File: src/rtl/bitstream_reader.sv
// bitstream_reader
//   Turns a (byte address, byte length) read command into a sequence of AXI4
//   INCR read bursts and forwards the returned data beat by beat on an
//   AXI-Stream master. The final stream beat carries tlast and a tkeep that
//   marks only the valid bytes of the command.
//
//   Optional feature macro: BITSTREAM_READER_BOUNDARY_4K_EN
//     defined   -> bursts are additionally split so none crosses a 4 KB line
//     undefined -> bursts are limited by MAX_BURST_LEN and remaining beats
//
// Ports
//   m_axi_aclk, rst        single clock, asynchronous active-high reset
//   cmd_*                  command input (valid/ready)
//   m_axi_ar*              AXI read address channel (master)
//   m_axi_r*               AXI read data channel (master)
//   m_axis_*               AXI-Stream output (master)
//   busy, o_done, o_error  status: in progress, one-cycle done, sticky error
//   dbg_state              current FSM state (IDLE=0 ISSUE_AR=1 READ_DATA=2 DONE=3)
//
// Handshake rule for every channel: a transfer happens on the rising clock
// edge where valid and ready are both high; a master holding valid high keeps
// its payload stable and does not drop valid until that transfer happens.
module bitstream_reader #(
  parameter int DATA_WIDTH    = 512,
  parameter int KEEP_WIDTH    = DATA_WIDTH / 8,
  parameter int ADDR_WIDTH    = 34,
  parameter int MAX_BURST_LEN = 16
) (
  input  logic                  m_axi_aclk,
  input  logic                  rst,
  // command
  input  logic                  cmd_valid,
  output logic                  cmd_ready,
  input  logic [ADDR_WIDTH-1:0] cmd_addr,
  input  logic [31:0]           cmd_len,
  // AXI read address
  output logic [5:0]            m_axi_arid,
  output logic [ADDR_WIDTH-1:0] m_axi_araddr,
  output logic [7:0]            m_axi_arlen,
  output logic [2:0]            m_axi_arsize,
  output logic [1:0]            m_axi_arburst,
  output logic                  m_axi_arlock,
  output logic [3:0]            m_axi_arcache,
  output logic [2:0]            m_axi_arprot,
  output logic                  m_axi_arvalid,
  input  logic                  m_axi_arready,
  // AXI read data
  input  logic [5:0]            m_axi_rid,
  input  logic [DATA_WIDTH-1:0] m_axi_rdata,
  input  logic [1:0]            m_axi_rresp,
  input  logic                  m_axi_rlast,
  input  logic                  m_axi_rvalid,
  output logic                  m_axi_rready,
  // AXI-Stream out
  output logic [DATA_WIDTH-1:0] m_axis_tdata,
  output logic [KEEP_WIDTH-1:0] m_axis_tkeep,
  output logic                  m_axis_tlast,
  output logic                  m_axis_tvalid,
  input  logic                  m_axis_tready,
  // status
  output logic                  busy,
  output logic                  o_done,
  output logic                  o_error,
  output logic [1:0]            dbg_state
);

  localparam int OFS_W  = $clog2(KEEP_WIDTH);
  // ceil((2^32-1)/KEEP_WIDTH) fits in 33-OFS_W bits, so the beat counter never wraps
  localparam int BEAT_W = 33 - OFS_W;

`ifdef BITSTREAM_READER_BOUNDARY_4K_EN
  localparam bit BOUNDARY_4K = 1'b1;
`else
  localparam bit BOUNDARY_4K = 1'b0;
`endif

  typedef enum logic [1:0] {
    S_IDLE      = 2'd0,
    S_ISSUE_AR  = 2'd1,
    S_READ_DATA = 2'd2,
    S_DONE      = 2'd3
  } state_t;

  state_t                  state_q, state_d;
  logic [ADDR_WIDTH-1:0]   araddr_q, araddr_d;     // also the running address counter
  logic [7:0]              arlen_q, arlen_d;
  logic                    arvalid_q, arvalid_d;
  logic [BEAT_W-1:0]       rem_q, rem_d;           // beats not yet requested by an AR
  logic [8:0]              burst_left_q, burst_left_d;
  logic [KEEP_WIDTH-1:0]   last_keep_q, last_keep_d;
  logic [DATA_WIDTH-1:0]   tdata_q, tdata_d;
  logic [KEEP_WIDTH-1:0]   tkeep_q, tkeep_d;
  logic                    tlast_q, tlast_d;
  logic                    tvalid_q, tvalid_d;
  logic                    done_q, done_d;
  logic                    error_q, error_d;

  logic                    rready;
  logic                    r_fire;
  logic                    issue;
  logic                    last_in_burst;
  logic                    last_of_cmd;
  logic [8:0]              ar_beats;
  logic [8:0]              issue_beats;
  logic [32:0]             beats_total;
  logic [OFS_W-1:0]        tail_bytes;

  // Beats for the next burst: remaining beats, capped by MAX_BURST_LEN and,
  // when enabled, by the room left before the next 4 KB boundary.
  function automatic logic [8:0] calc_burst(input logic [11:0] a_lo,
                                            input logic [BEAT_W-1:0] r);
    logic [8:0]  n;
    logic [12:0] room;
    n = 9'(MAX_BURST_LEN);
    if (r < BEAT_W'(MAX_BURST_LEN)) n = r[8:0];
    room = (13'd4096 - {1'b0, a_lo}) >> OFS_W;
    if (BOUNDARY_4K && ({4'd0, n} > room)) n = room[8:0];
    return n;
  endfunction

  // Single output register: accept a new beat whenever it is empty or
  // draining this cycle, so full throughput needs no bubble.
  assign rready = !tvalid_q || m_axis_tready;
  assign r_fire = m_axi_rvalid && rready;

  always_comb begin
    state_d      = state_q;
    araddr_d     = araddr_q;
    arlen_d      = arlen_q;
    arvalid_d    = arvalid_q;
    rem_d        = rem_q;
    burst_left_d = burst_left_q;
    last_keep_d  = last_keep_q;
    tdata_d      = tdata_q;
    tkeep_d      = tkeep_q;
    tlast_d      = tlast_q;
    tvalid_d     = tvalid_q;
    done_d       = 1'b0;
    error_d      = error_q;
    issue        = 1'b0;
    issue_beats  = 9'd0;
    ar_beats     = {1'b0, arlen_q} + 9'd1;
    last_in_burst = (burst_left_q == 9'd1);
    last_of_cmd   = last_in_burst && (rem_q == '0);
    beats_total  = ({1'b0, cmd_len} + 33'(KEEP_WIDTH - 1)) >> OFS_W;
    tail_bytes   = cmd_len[OFS_W-1:0];

    if (tvalid_q && m_axis_tready) tvalid_d = 1'b0;

    case (state_q)
      S_IDLE: begin
        if (cmd_valid) begin
          araddr_d = cmd_addr & ~ADDR_WIDTH'(KEEP_WIDTH - 1);
          rem_d    = BEAT_W'(beats_total);
          error_d  = 1'b0;
          // valid-byte mask of the final beat; a zero remainder means a full beat
          for (int i = 0; i < KEEP_WIDTH; i++) begin
            last_keep_d[i] = (tail_bytes == '0) || (i < int'(tail_bytes));
          end
          if (cmd_len == 32'd0) begin
            error_d = 1'b1;
            state_d = S_DONE;
          end else begin
            issue   = 1'b1;
            state_d = S_ISSUE_AR;
          end
        end
      end

      S_ISSUE_AR: begin
        if (arvalid_q && m_axi_arready) begin
          arvalid_d    = 1'b0;
          burst_left_d = ar_beats;
          rem_d        = rem_q - BEAT_W'(ar_beats);
          araddr_d     = araddr_q + (ADDR_WIDTH'(ar_beats) << OFS_W);
          state_d      = S_READ_DATA;
        end
      end

      S_READ_DATA: begin
        if (r_fire) begin
          tvalid_d     = 1'b1;
          tdata_d      = m_axi_rdata;
          tkeep_d      = last_of_cmd ? last_keep_q : '1;
          tlast_d      = last_of_cmd;
          burst_left_d = burst_left_q - 9'd1;
          // Burst end comes from our own count; a disagreeing rlast, a bad
          // response or an unexpected ID only flags the error.
          if ((m_axi_rresp != 2'b00) || (m_axi_rlast != last_in_burst) ||
              (m_axi_rid != 6'd0)) begin
            error_d = 1'b1;
          end
          if (last_in_burst) begin
            if (rem_q != '0) begin
              issue   = 1'b1;
              state_d = S_ISSUE_AR;
            end else begin
              state_d = S_DONE;
            end
          end
        end
      end

      S_DONE: begin
        // Only the final beat can be in the register here (or nothing for a
        // zero-length command), so its handshake finishes the command.
        if (!tvalid_q || m_axis_tready) begin
          done_d  = 1'b1;
          state_d = S_IDLE;
        end
      end

      default: state_d = S_IDLE;
    endcase

    if (issue) begin
      issue_beats = calc_burst(araddr_d[11:0], rem_d);
      arvalid_d   = 1'b1;
      arlen_d     = 8'(issue_beats - 9'd1);
    end
  end

  always_ff @(posedge m_axi_aclk or posedge rst) begin
    if (rst) begin
      state_q      <= S_IDLE;
      araddr_q     <= '0;
      arlen_q      <= '0;
      arvalid_q    <= 1'b0;
      rem_q        <= '0;
      burst_left_q <= '0;
      last_keep_q  <= '0;
      tdata_q      <= '0;
      tkeep_q      <= '0;
      tlast_q      <= 1'b0;
      tvalid_q     <= 1'b0;
      done_q       <= 1'b0;
      error_q      <= 1'b0;
    end else begin
      state_q      <= state_d;
      araddr_q     <= araddr_d;
      arlen_q      <= arlen_d;
      arvalid_q    <= arvalid_d;
      rem_q        <= rem_d;
      burst_left_q <= burst_left_d;
      last_keep_q  <= last_keep_d;
      tdata_q      <= tdata_d;
      tkeep_q      <= tkeep_d;
      tlast_q      <= tlast_d;
      tvalid_q     <= tvalid_d;
      done_q       <= done_d;
      error_q      <= error_d;
    end
  end

  assign cmd_ready     = (state_q == S_IDLE);
  assign busy          = (state_q != S_IDLE);
  assign dbg_state     = state_q;

  assign m_axi_arid    = 6'd0;
  assign m_axi_araddr  = araddr_q;
  assign m_axi_arlen   = arlen_q;
  assign m_axi_arsize  = 3'(OFS_W);
  assign m_axi_arburst = 2'b01;
  assign m_axi_arlock  = 1'b0;
  assign m_axi_arcache = 4'b0011;
  assign m_axi_arprot  = 3'b000;
  assign m_axi_arvalid = arvalid_q;
  assign m_axi_rready  = rready;

  assign m_axis_tdata  = tdata_q;
  assign m_axis_tkeep  = tkeep_q;
  assign m_axis_tlast  = tlast_q;
  assign m_axis_tvalid = tvalid_q;

  assign o_done        = done_q;
  assign o_error       = error_q;

endmodule

File: config.mk
export PLATFORM = sky130hd
export DESIGN_NAME = bitstream_reader
export DESIGN_NICKNAME = d
export VERILOG_FILES = /design/src/rtl/bitstream_reader.sv
export SDC_FILE = /design/constraint.sdc
export NUM_CORES = 2
export LEC_CHECK = 0
export CAP_MARGIN = 20
export CORE_AREA = 2 2 479 481
export DETAILED_ROUTE_END_ITERATION = 6
export DIE_AREA = 0 0 481 483
export PLACE_DENSITY = 0.31
export SYNTH_ARGS = -nofsm -noshare
export SYNTH_HDL_FRONTEND = slang
export SYNTH_SLANG_ARGS = --single-unit
File: constraint.sdc
create_clock -name m_axi_aclk -period 32.2 [get_ports m_axi_aclk]
set_input_delay 9.66 -clock m_axi_aclk [delete_from_list [all_inputs] [get_ports m_axi_aclk]]
set_output_delay 9.66 -clock m_axi_aclk [all_outputs]
set_load 0.005 [all_outputs]
==> Implementation_results.wiki <==
{| class="wikitable"
! Metric !! Value
|-
| First-pass iteration count of the detailed router || 5
|-
| Minimum setup slack among reg-to-reg paths || 26420 ps
|-
| Switching share of total power || 39.0%
|-
| Kind of cell adding the most delay to the critical path || buffers and inverters
|-
| Wire length of the first global-routing pass || 264000 µm
|-
| Most used flip-flop cell after synthesis || dfrtp_1
|-
| Row count || 175
|-
| Critical Path End Type || output port
|-
| Largest fanout on the critical path || 5
|-
| Setup clock skew after layout || 54.8 ps
|-
| Synthesis Warnings || 0
|-
| Number of endpoints with negative hold slack in the final report || 0
|-
| Setup Total Neg Slack || 0 ps
|-
| Final routed wire length divided by cell count || 25.3 µm
|-
| Smallest hold slack || 468 ps
|-
| Antenna violations before repair || 89
|-
| Crit path arrival time || 10950 ps
|-
| HP Class || reg -> reg
|-
| Sequence of cells on the critical path || clkdlybuf4s50_1 -> nand2b_1 -> clkdlybuf4s50_1
|-
| Clock power frac || 24.7%
|-
| Capture point of the worst path || m_axi_rready
|-
| Final GP Congestion || 0.882
|-
| Power, Total || 4.73 mW
|-
| CP max-delay cell || clkdlybuf4s50_1
|-
| Largest voltage drop on the vdd net || 42.0 µV
|-
| Combinational share of power || 42.2%
|-
| P per Cell Area || 95.8 nW/µm²
|-
| Number of enable flip-flop cells after synthesis || 0
|-
| Buffers on Ports || 1208
|-
| FF-to-FF Start || m_axi_arlen[0]
|-
| Sequential group share of total power || 33.1%
|-
| Clock transition at path regs || 60 ps
|-
| Power spent charging and discharging nets || 1.85 mW
|-
| Setup repair after global routing missed its margin || no
|-
| Cell repeated most along the worst path || clkdlybuf4s50_1
|-
| Detailed Route Iter0 Violations || 1628
|-
| Async SR Flop Fraction || 100%
|-
| Post-CTS resize count || 0
|-
| Mean number of vias per cell || 3.78
|-
| Number of max-slew violations in the final report || 0
|-
| Max-cap violations || 0
|-
| Number of hold buffers added after CTS || 0
|-
| Placed insts || 7486
|-
| Total of flip-flops plus latches after synthesis || 719
|-
| Crit Path Class || in -> out
|-
| TritonCTS Buffers || 102
|-
| Status || finished, final reports clean
|-
| Clock network latency to the later pin of the worst-skew pair || 750 ps
|-
| Critical path data required time || 22540 ps
|-
| Via Count || 29000
|-
| Number of DRC violations after detailed routing || 0
|-
| Crit path buffers/inverters || 2
|-
| TritonCTS clock tree || done
|-
| Total congestion overflow || 0
|-
| Final worst path period need || 20610 ps
|-
| Tightest Pin Transition || 1250 ps
|-
| Clock root buffer || clkbuf_16
|-
| Largest net degree at the start of global routing || 199
|-
| Type of element launching the critical path || input port
|-
| Starting density of the core || 13.4%
|-
| Internal Power || 2.88 mW
|-
| Count of cell instances traversed by the critical path || 3
|-
| Portion of the post-synthesis area used by sequential elements || 59.0%
|-
| Netlist area before placement || 30500 µm²
|-
| Area of the placeable core || 227000 µm²
|-
| Logic depth of the worst register-to-register path || 18
|-
| Setup bufs post-CTS || 0
|-
| Antenna-violating nets left || 0
|-
| Die span in x || 481 µm
|-
| Setup Viol. Count Final || 0
|-
| Launching instance or port of the critical path || m_axis_tready
|-
| Total detailed-routing wirelength || 194000 µm
|-
| Die Footprint || 232000 µm²
|-
| Critical R2R Capture || m_axi_arlen[4]
|-
| Post-synth cell types || 84
|-
| Core Util, Final || 21.8%
|-
| Most used cells in the layout excluding fill and tap cells || 1647 x nand2_1, 1208 x clkdlybuf4s50_1, 719 x dfrtp_1
|-
| Vias in the first global route || 29700
|-
| H-tree levels || 3
|-
| Ratio of cells with drive above 1 in the final layout || 4.89%
|-
| Leakage power || 21.7 nW
|-
| Gate count of the mapped netlist || 3424
|-
| Total clock sinks || 719
|-
| Highest Clock Rate || 0.0485 GHz
|-
| Number of non-filler instances in the completed layout || 7687
|-
| Combined global-route utilization of all metal layers || 16.2%
|-
| Final HPWL from detailed placement || 149000 µm
|-
| Die Span Y || 483 µm
|-
| Net count, final || 5189
|-
| Final clock period utilization by the worst path || 64.0%
|-
| Max Buffers Root-to-Sink || 3
|-
| I/O pin total || 1240
|-
| Mean cell area of the mapped netlist || 8.90 µm²
|-
| Most frequent standard cell in the layout excluding fill and tap cells || nand2_1
|-
| CP peak stage delay || 570 ps
|-
| Rel. slew slack || 16.9%
|-
| Signed area change from the synthesized netlist to the final layout || 61.9%
|}
## logic make-up after synthesis
group           after synthesis  share of synthesized area (%)
simple gates               1992                           26.3
flops                       719                           59.0
compound gates              385                           8.81
buf+inv                     256                           3.48
xor+xnor                     46                           1.44
fa+ha+maj                    19                          0.796
mux                           5                          0.164
other cells                   2                         0.0246
## layout make-up
cell class / instances / area (µm²)
fillers: 25100 / 177000
flip-flops and latches: 719 / 18000
repair buffers: 1246 / 12400
multi-input cells: 2472 / 11600
well taps: 3009 / 3760
clock buffers: 153 / 2980
clock inverters: 32 / 410
inverters: 41 / 161
diodes: 15 / 37.5
## metrics by stage
stage	area (µm²)	worst slack (ps)
detailed placement	45900	11560
global route	49300	11530
global placement	45900	11530
floorplan	30600	2370
finish	49400	11590
CTS	49300	11550
## synthesized netlist by cell type, types with 6 or more instances
library cell  count  area share [%]
a211o_1           8            0.23
a21o_1           17            0.42
a21oi_1          79             1.3
a22o_1            6            0.17
a22oi_1          13            0.32
a31oi_1          30            0.62
and2_1            7            0.14
and3_1           13            0.27
and4_1            7            0.20
buf_1            13            0.16
buf_4            25            0.62
clkbuf_1        172             2.1
dfrtp_1         719              59
ha_1             12            0.49
inv_1            39            0.48
nand2_1        1648              20
nand2b_1         13            0.27
nand3_1          46            0.76
nand4_1          16            0.33
nor2_1          119             1.5
nor3_1           43            0.71
nor4_1           20            0.41
o211ai_1          8            0.20
o21a_1            6            0.15
o21ai_0          61             1.0
o21ai_1           6           0.098
o22a_1           66             1.9
o22ai_1          21            0.43
or2_2             9            0.18
or3_1            18            0.37
or4_1             7            0.17
xnor2_1          29            0.83
xor2_1           14            0.40
## per-layer routing
metal / track usage, % / routed length (µm)
met4: 3.46 / 3680
met3: 5.78 / 17100
met2: 27.2 / 92500
met5: 0 / 332
met1: 19.9 / 80800
## sequential cells by signal, summed over array words and instances (netlist names), 2 cells and up
register and flops:
m_axi_arlen 8, m_axi_araddr 28, m_axis_tdata 512, burst_left_q 9
rem_q 27, m_axis_tkeep 64, last_keep_q 64, dbg_state 2
## worst reg2reg max path: stages, from the launching register on
cell	delay (ps)
dfrtp_1	500
ha_1	310
xnor2_1	460
ha_1	370
a21o_1	200
maj3_2	350
o311ai_4	550
o211ai_2	320
o211a_1	310
or3_4	390
nor4_1	330
nand4_1	220
nor3_1	500
nand2_1	120
ha_1	220
inv_1	110
nor3_1	90
or4b_1	190
a31oi_1	80
## power groups by stage
stage	sequential [mW]	clock, mW	combinational [mW]
4_1_cts	1.57	1.22	2.06
2_1_floorplan	1.54	0	0.716
5_1_grt	1.62	1.25	2.18
6_report	1.57	1.17	1.99
3_5_place_dp	1.58	0	2.05
3_3_place_gp	1.57	0	2.06
## worst min path at each step
stage / startpoint / endpoint / slack (ps) / cells after the start
finish: m_axis_tdata[219] / m_axis_tdata[219] / 470 / 2
global route: m_axis_tdata[239] / m_axis_tdata[239] / 490 / 2
CTS: m_axis_tdata[243] / m_axis_tdata[243] / 480 / 2
detailed placement: m_axis_tdata[299] / m_axis_tdata[299] / 460 / 2
global placement: last_keep_q[0] / last_keep_q[0] / 460 / 1
floorplan: last_keep_q[0] / last_keep_q[0] / 440 / 1
Note: power is estimated with default switching activity, not from simulation.
